**config.mk**
```make
export PLATFORM = sky130hd
export DESIGN_NAME = sop_eval
export DESIGN_NICKNAME = d
export VERILOG_FILES = /design/src/rtl/sop_pkg.sv /design/src/rtl/sop_term.sv /design/src/rtl/sop_eval.sv
export SDC_FILE = /design/constraint.sdc
export NUM_CORES = 1
export LEC_CHECK = 0
export BUFFER_PORTS_ARGS = -buffer_cell sky130_fd_sc_hd__buf_4
export CAP_MARGIN = 20
export CORE_ASPECT_RATIO = 1.2
export CORE_UTILIZATION = 63
export CTS_CLUSTER_SIZE = 20
export DETAILED_ROUTE_END_ITERATION = 8
export PLACE_DENSITY = 0.86
export SLEW_MARGIN = 20
export SYNTH_ARGS = -nofsm -noshare
export SYNTH_HDL_FRONTEND = slang
export SYNTH_HIERARCHICAL = 1
export SYNTH_SLANG_ARGS = --single-unit
```
**constraint.sdc**
```tcl
create_clock -name clk -period 1.85 [get_ports clk]
set_input_delay 0.0925 -clock clk [delete_from_list [all_inputs] [get_ports clk]]
set_output_delay 0.0925 -clock clk [all_outputs]
set_load 0.005 [all_outputs]
```
**src/rtl/sop_pkg.sv**
```systemverilog
// Shared types and defaults for the sum-of-products evaluator.
// Term masks are stored at a fixed maximum width and zero-extended.
package sop_pkg;

    localparam int SOP_NUM_IN    = 5;
    localparam int SOP_NUM_TERMS = 6;
    localparam int SOP_MAX_IN    = 16;

    typedef struct packed {
        logic [SOP_MAX_IN-1:0] pos;
        logic [SOP_MAX_IN-1:0] neg;
        logic                  en;
    } term_cfg_t;

    localparam term_cfg_t TERM_CFG_RST = '{
        pos: '0,
        neg: '0,
        en:  1'b0
    };

    function automatic logic term_match(
        input term_cfg_t             cfg,
        input logic [SOP_MAX_IN-1:0] smp
    );
        logic pos_ok;
        logic neg_ok;
        pos_ok = ((smp & cfg.pos) == cfg.pos);
        neg_ok = ((smp & cfg.neg) == '0);
        return cfg.en && pos_ok && neg_ok;
    endfunction

endpackage

```
**src/rtl/sop_term.sv**
```systemverilog
// Combinational match of one sample against one product term.
// Overlapping pos/neg bits can never both be satisfied, so such a term never hits.
module sop_term
    import sop_pkg::*;
#(
    parameter int NUM_IN = SOP_NUM_IN
) (
    input  term_cfg_t         cfg_i,
    input  logic [NUM_IN-1:0] data_i,
    output logic              hit_o
);

    logic [SOP_MAX_IN-1:0] data_ext;

    assign data_ext = SOP_MAX_IN'(data_i);
    assign hit_o    = term_match(cfg_i, data_ext);

endmodule

```
**src/rtl/sop_eval.sv**
```systemverilog
// Programmable sum-of-products evaluator: term config table feeding a
// two-stage valid/ready pipeline (S1 = term hits, S2 = hits + OR).
module sop_eval
    import sop_pkg::*;
#(
    parameter int NUM_IN    = SOP_NUM_IN,
    parameter int NUM_TERMS = SOP_NUM_TERMS,
    localparam int TW = (NUM_TERMS > 1) ? $clog2(NUM_TERMS) : 1
) (
    input  logic                 clk,
    input  logic                 rst_n,
    input  logic                 cfg_we,
    input  logic [TW-1:0]        cfg_term,
    input  logic [NUM_IN-1:0]    cfg_pos,
    input  logic [NUM_IN-1:0]    cfg_neg,
    input  logic                 cfg_en,
    input  logic                 in_valid,
    output logic                 in_ready,
    input  logic [NUM_IN-1:0]    in_data,
    output logic                 out_valid,
    input  logic                 out_ready,
    output logic                 out_y,
    output logic [NUM_TERMS-1:0] out_hits
);

    term_cfg_t cfg_q [NUM_TERMS];
    term_cfg_t cfg_d [NUM_TERMS];

    logic                 s1_valid_q, s1_valid_d;
    logic [NUM_TERMS-1:0] s1_hits_q,  s1_hits_d;
    logic                 s2_valid_q, s2_valid_d;
    logic [NUM_TERMS-1:0] s2_hits_q,  s2_hits_d;
    logic                 s2_y_q,     s2_y_d;

    logic [NUM_TERMS-1:0] hits_c;
    logic                 s1_adv;
    logic                 s2_adv;
    logic                 accept;

    for (genvar g = 0; g < NUM_TERMS; g++) begin : g_term
        sop_term #(
            .NUM_IN(NUM_IN)
        ) u_term (
            .cfg_i  (cfg_q[g]),
            .data_i (in_data),
            .hit_o  (hits_c[g])
        );
    end

    assign s2_adv   = !s2_valid_q || out_ready;
    assign s1_adv   = !s1_valid_q || s2_adv;
    assign in_ready = rst_n && s1_adv;
    assign accept   = in_valid && in_ready;

    assign out_valid = s2_valid_q;
    assign out_y     = s2_y_q;
    assign out_hits  = s2_hits_q;

    // Out-of-range indices match no entry, so those writes fall away.
    always_comb begin
        cfg_d = cfg_q;
        if (cfg_we) begin
            for (int t = 0; t < NUM_TERMS; t++) begin
                if (int'(cfg_term) == t) begin
                    cfg_d[t].pos = SOP_MAX_IN'(cfg_pos);
                    cfg_d[t].neg = SOP_MAX_IN'(cfg_neg);
                    cfg_d[t].en  = cfg_en;
                end
            end
        end
    end

    always_comb begin
        s1_valid_d = s1_valid_q;
        s1_hits_d  = s1_hits_q;
        s2_valid_d = s2_valid_q;
        s2_hits_d  = s2_hits_q;
        s2_y_d     = s2_y_q;
        if (s1_adv) begin
            s1_valid_d = accept;
            if (accept) begin
                s1_hits_d = hits_c;
            end
        end
        if (s2_adv) begin
            s2_valid_d = s1_valid_q;
            if (s1_valid_q) begin
                s2_hits_d = s1_hits_q;
                s2_y_d    = |s1_hits_q;
            end
        end
    end

    always_ff @(posedge clk) begin
        if (!rst_n) begin
            for (int t = 0; t < NUM_TERMS; t++) begin
                cfg_q[t] <= TERM_CFG_RST;
            end
            s1_valid_q <= 1'b0;
            s1_hits_q  <= '0;
            s2_valid_q <= 1'b0;
            s2_hits_q  <= '0;
            s2_y_q     <= 1'b0;
        end else begin
            for (int t = 0; t < NUM_TERMS; t++) begin
                cfg_q[t] <= cfg_d[t];
            end
            s1_valid_q <= s1_valid_d;
            s1_hits_q  <= s1_hits_d;
            s2_valid_q <= s2_valid_d;
            s2_hits_q  <= s2_hits_d;
            s2_y_q     <= s2_y_d;
        end
    end

endmodule

```
## Word level (Yosys, flattened, before mapping)

Index checks and enable logic that the tools add are counted.

- Equal/unequal tests: 11
- Bitwise gates (word level): 12
- Reduce and logical (&&, ||, !) cells: 34

Operators with widths:

| operator | number |
|---|---|
| equality test 16 x 5 -> 1 bit | 6 |
| logical NOT 16 bit | 6 |
| AND 5 bit | 12 |
| AND reduction 2 bit | 8 |
| logical AND 1 bit | 14 |
| equality test 3 bit, second input constant | 4 |
| OR reduction 6 bit | 1 |
| equality test 3 x 2 -> 1 bit, second input constant | 1 |
| logical NOT 3 bit | 1 |
| logical NOT 1 bit | 2 |
| logical OR 1 bit | 2 |

- Register bits: 81
- Input port bits: 24

## Longest topological paths before layout

- Depth after elaboration: 6
- Mapped depth: 5

## By module

The synthesis kept the hierarchy.

By module, submodules not included:

| module | times used | cells an instance | area an instance (um^2) | sequential area each (um^2) |
|---|---|---|---|---|
| sop_eval | 1 | 355 | 3,051.7 | 1,621.6 |
| sop_term | 6 | 11 | 106.4 | 0.0 |

## Least setup slack after synthesis

OpenSTA, ideal clock, no wires.

- Kind: register to register
- Start: register s2_valid_q (netlist: out_valid)
- End: register s1_hits_q[0]
- Arrival: 1.128 ns
- Data required time: 1.778 ns
- Slack: 0.650 ns
- Cell stages (with the launch flop): 5
- Cell sequence: dfxtp_1 -> nor2b_1 -> clkbuf_1 -> a21oi_2 -> mux2i_1

- Cells in the longest elaborated chain, start to end: 6

Ends and longest elaborated chain:

| item | line | text |
|---|---|---|
| from (decl) | sop_eval.sv:31 | `logic s2_valid_q, s2_valid_d;` |
| from (signal assigned) | sop_eval.sv:110 | `s2_valid_q <= s2_valid_d;` |
| logical NOT 1 bit * | sop_eval.sv:50 | `assign s2_adv = !s2_valid_q \|\| out_ready;` |
| logical OR 1 bit * | sop_eval.sv:50 |  |
| logical OR 1 bit * | sop_eval.sv:51 | `assign s1_adv = !s1_valid_q \|\| s2_adv;` |
| logical AND 1 bit | sop_eval.sv:52 | `assign in_ready = rst_n && s1_adv;` |
| logical AND 1 bit | sop_eval.sv:53 | `assign accept = in_valid && in_ready;` |
| AND reduction 2 bit (no line) * | -- |  |
| to (signal assigned) | sop_eval.sv:109 | `s1_hits_q <= s1_hits_d;` |
| to (decl) | sop_eval.sv:30 | `logic [NUM_TERMS-1:0] s1_hits_q, s1_hits_d;` |

Mark *: on every way between the ends. The rest lies on a longest branch, timed or not.
A chain may end at the register's enable or synchronous reset.

## Worst setup path in the final report

- Start: register s2_valid_q (netlist: out_valid)
- End: output port in_ready

- Cells in the longest elaborated chain, start to end: 4

Ends and longest elaborated chain:

| item | line | text |
|---|---|---|
| logical NOT 1 bit | sop_eval.sv:50 |  |
| logical OR 1 bit | sop_eval.sv:50 |  |
| logical OR 1 bit | sop_eval.sv:51 |  |
| logical AND 1 bit | sop_eval.sv:52 |  |
| to (decl) | sop_eval.sv:18 | `output logic in_ready,` |

No other way between the ends.

==> results.md <==
Global routing:
- Global routing used 29.0% of the available tracks.
- The first global-routing pass estimated between 10 and 15 mm of wire.
- Entering global routing, the biggest net connects 54 pins.
- The via count of the first global-routing pass is between 2000 and 3000.
- Global routing finished with a remaining overflow of 0.
- The initial antenna violation count is 0.

Clocking:
- TritonCTS built the clock tree.
- The maximum clock path buffer count is 2.
- The maximum level of the CTS H-tree is 3.
- The clock sink count is between 80 and 90.
- Clock latency on the worst-skew pair, taken at its later pin, is ~350 ps.
- After clock tree synthesis, the clock-pin slew on the worst setup and hold paths is 80 ps.
- The clock root buffer is sky130_fd_sc_hd__clkbuf_8.
- The CTS buffer count is 9.

Die:
- The die covers between 6000 and 7000 sq um.
- The die is 85.8 um tall.
- The effective utilization at floorplan is between 60% and 70%.
- The row count is 30.
- The core region is approximately 5700 sq um.
- During I/O placement, the number of pins put on the boundary was 33.
- The horizontal extent of the die is approximately 72 um.

Pwr:
- IR analysis of the VDD net gives a maximum drop of between 600 and 700 uV.
- The internal power of the cells totals ~2.6 mW.
- The analysis attributes to cell leakage a power of 1.71 nW.
- Per report_power, the clock group accounts for a little under two fifths of the total.
- The ratio of total power to cell area is between 700 and 800 nW/um^2.
- In this run, flip-flops and latches consume between 50 and 60% of the power.
- The reported net switching power is around 0.85 mW.
- In this run switching power makes up approximately 25% of total power.
- Combinational cells account for roughly 8.9% of the total power.

Detailed routing:
- The iteration-0 DRC count of the detailed router is between 100 and 150.
- The routed wirelength normalized by instance count is approximately 14 um.
- In the routed design, unresolved DRC markers number 0.
- Dividing the detail-routed via count by the number of cells gives 5.30.
- The routed wire length is between 8 and 9 mm.
- The first-pass detailed-route iteration total is 4.
- Detailed routing inserted a total of about 3100 vias.
- The number of antenna-violating nets in the routed design is 0.

Logic synthesis:
- Synthesis instantiated 29 different standard cells from the library.
- The predominant post-synthesis flop cell is sky130_fd_sc_hd__dfxtp_1.
- The number of storage elements in the synthesis netlist is a little over 80.
- The synthesized instance count is between 400 and 500.
- Each instance of the synthesized netlist takes up on average 8.76 sq um.
- The fraction of the yosys area taken by sequential cells is 43.9%.
- The cell area that synthesis handed to floorplanning was about 3700 sq um.
- Counting flops with a built-in enable in the synthesized netlist gives 0.
- For this run, asynchronously set or reset flops after synthesis account for 0%.
- The warning count from the yosys run is 6.

Worst setup path:
- The worst setup path is of the register to output port kind.
- The standard cell with the maximum stage delay on the critical path is sky130_fd_sc_hd__nor2b_1.
- The data arrival at the endpoint of the critical path is ~1500 ps.
- The required arrival time at the worst endpoint is ~1800 ps.
- STA classifies the critical path endpoint as an output port.
- The type of element launching the critical path is a register.
- The biggest cell delay along the critical path is ~460 ps.
- Counting both buffers and inverters, the worst setup path holds a total of 1.
- The largest driver fanout on the critical path is 9.
- The critical path goes through nor2b_1 -> a21boi_0 -> buf_4.
- The cell class contributing the biggest share of worst-path delay is simple AND/OR/NAND/NOR gates.

Final layout:
- Cells fill about four fifths of the core in the end.
- Leaving out fill and tap cells, the most frequent cell in the layout is sky130_fd_sc_hd__nand2_1.
- In the final layout, the share of cells above drive strength 1 is around 14%.
- The final standard cell count with taps included and fillers excluded is 594.
- The number of nets in the layout is 533.
- The library cells used most frequently in the layout, excluding fill and tap cells, are sky130_fd_sc_hd__nand2_1, sky130_fd_sc_hd__dfxtp_1, sky130_fd_sc_hd__conb_1.
- The synthesis-to-finish area growth is 19.9%.
- The number of antenna diodes in the final layout is 0.

Timing:
- The largest clock skew in the final design is around 6.5 ps.
- The time the worst path needs with I/O delays and setup is around 1600 ps.
- The least setup slack across all paths after layout is 254 ps.
- Setup repair after global routing left no endpoint under its margin.
- The transition time at the pin with the least slew margin is around 530 ps.
- The relative slew slack is between 60 and 70%.
- In the final timing run, aggregate negative setup slack is 0 ps.
- Setup violations remaining at the end of the flow were counted as 0.
- The count of endpoints failing hold in the final timing report is 0.
- The final critical path takes up approximately 86% of the cycle.
- The number of pins exceeding their max-slew limit in the final report is 0.
- The achievable clock frequency is 627 MHz.

Status:
- The run finished with clean final reports.

Place:
- The worst slack at placement is 540 ps.
- The weighted congestion reported at the end of routability-driven placement is 0.777.
- Port buffering added 32 buffers.
- Detailed placement ended at an HPWL of around 5.9 mm.
- The cell total after placement is a little under 600.

Hold path:
- The min-delay analysis places its worst path in the category input port to register.

Flow run:
- The max-cap violation count is 0.
==> cell families after synthesis <==
group	share of synthesized area, %
flops	43.9
compound gates	14.9
simple gates	27.8
buf+inv	3.53
other cells	0.102
mux	9.77
==> worst register-to-register path, delay by kind of cell (launching register included) <==
family / cells / cell delay (ps)
mux: 1 / 170
compound gates: 1 / 240
flops: 1 / 350
simple gates: 1 / 460
==> stage by stage <==
step           area [sq um]  total power [mW]  hold slack, ps
2_1_floorplan          3930              2.01             227
3_3_place_gp           4210              2.12             338
3_5_place_dp           4210              2.13             341
4_1_cts                4420              3.41            9.38
5_1_grt                4420              3.54            13.1
6_report               4420              3.41            19.3
==> power groups by stage <==
stage	Clock [mW]	Combinational, mW	Sequential, mW
floorplan	0	0.178	1.83
global placement	0	0.286	1.83
detailed placement	0	0.292	1.84
CTS	1.32	0.295	1.80
global route	1.40	0.334	1.80
finish	1.31	0.303	1.80
==> state kept, by name, indices dropped and copies added, names as in the netlist <==
register,flops
out_hits,6
cfg_q,66
s1_hits_q,6
out_y,1
s1_valid_q,1
out_valid,1
==> cell type report <==
| type | instances | area (sq um) |
|---|---|---|
| Clock inverter | 6 | 67.6 |
| Timing Repair Buffer | 38 | 288 |
| Clock buffer | 10 | 138 |
| Multi-Input combinational cell | 372 | 2180 |
| Inverter | 7 | 26.3 |
| Tap cell | 80 | 100 |
| Fill cell | 420 | 1240 |
| Sequential cell | 81 | 1620 |
==> worst paths after layout <==
path / slack (ps) / cells past startpoint / end / startpoint
worst max register to register: 510 / 3 / s1_hits_q[3] / out_valid
worst min-delay path: 20 / 3 / cfg_q[170] / cfg_neg[4]
worst min register to register: 450 / 2 / cfg_q[170] / cfg_q[170]
worst max-delay path: 250 / 3 / in_ready / out_valid
==> synthesized netlist by cell type, drive strengths merged (2+ instances only) <==
cell type    n  area, sq um
a21boi      52          390
and4bb       2         25.0
nand4       13         81.3
nand4bb      3         33.8
dfxtp       81         1620
inv          7         26.3
clkbuf      20         76.3
nor2b        2         12.5
nand3       28          140
nand2      106          398
nor4b        7         98.9
buf          6         27.5
o21ai       28          140
nand4b       2         17.5
mux2i       36          360
nor4        13          156
nor2         7         26.3
a21oi        3         18.8
==> metal layers <==
metal | vias to the layer above | part of all wire [%] | GRT usage, %
met5 | - | 0 | 0
met4 | 0 | 2.5 | 12.3
met3 | 20 | 3.6 | 6.23
met2 | 76 | 53 | 50.6
met1 | 1468 | 41 | 34.2
li1 | 1584 | - | -
==> timing repair <==
item	4_1_cts	5_1_grt
endpoints found under the hold margin	1	0
hold buffers	1	0
setup buffers	0	0
resized for setup	0	0
Power figures use the tool's default switching activity.
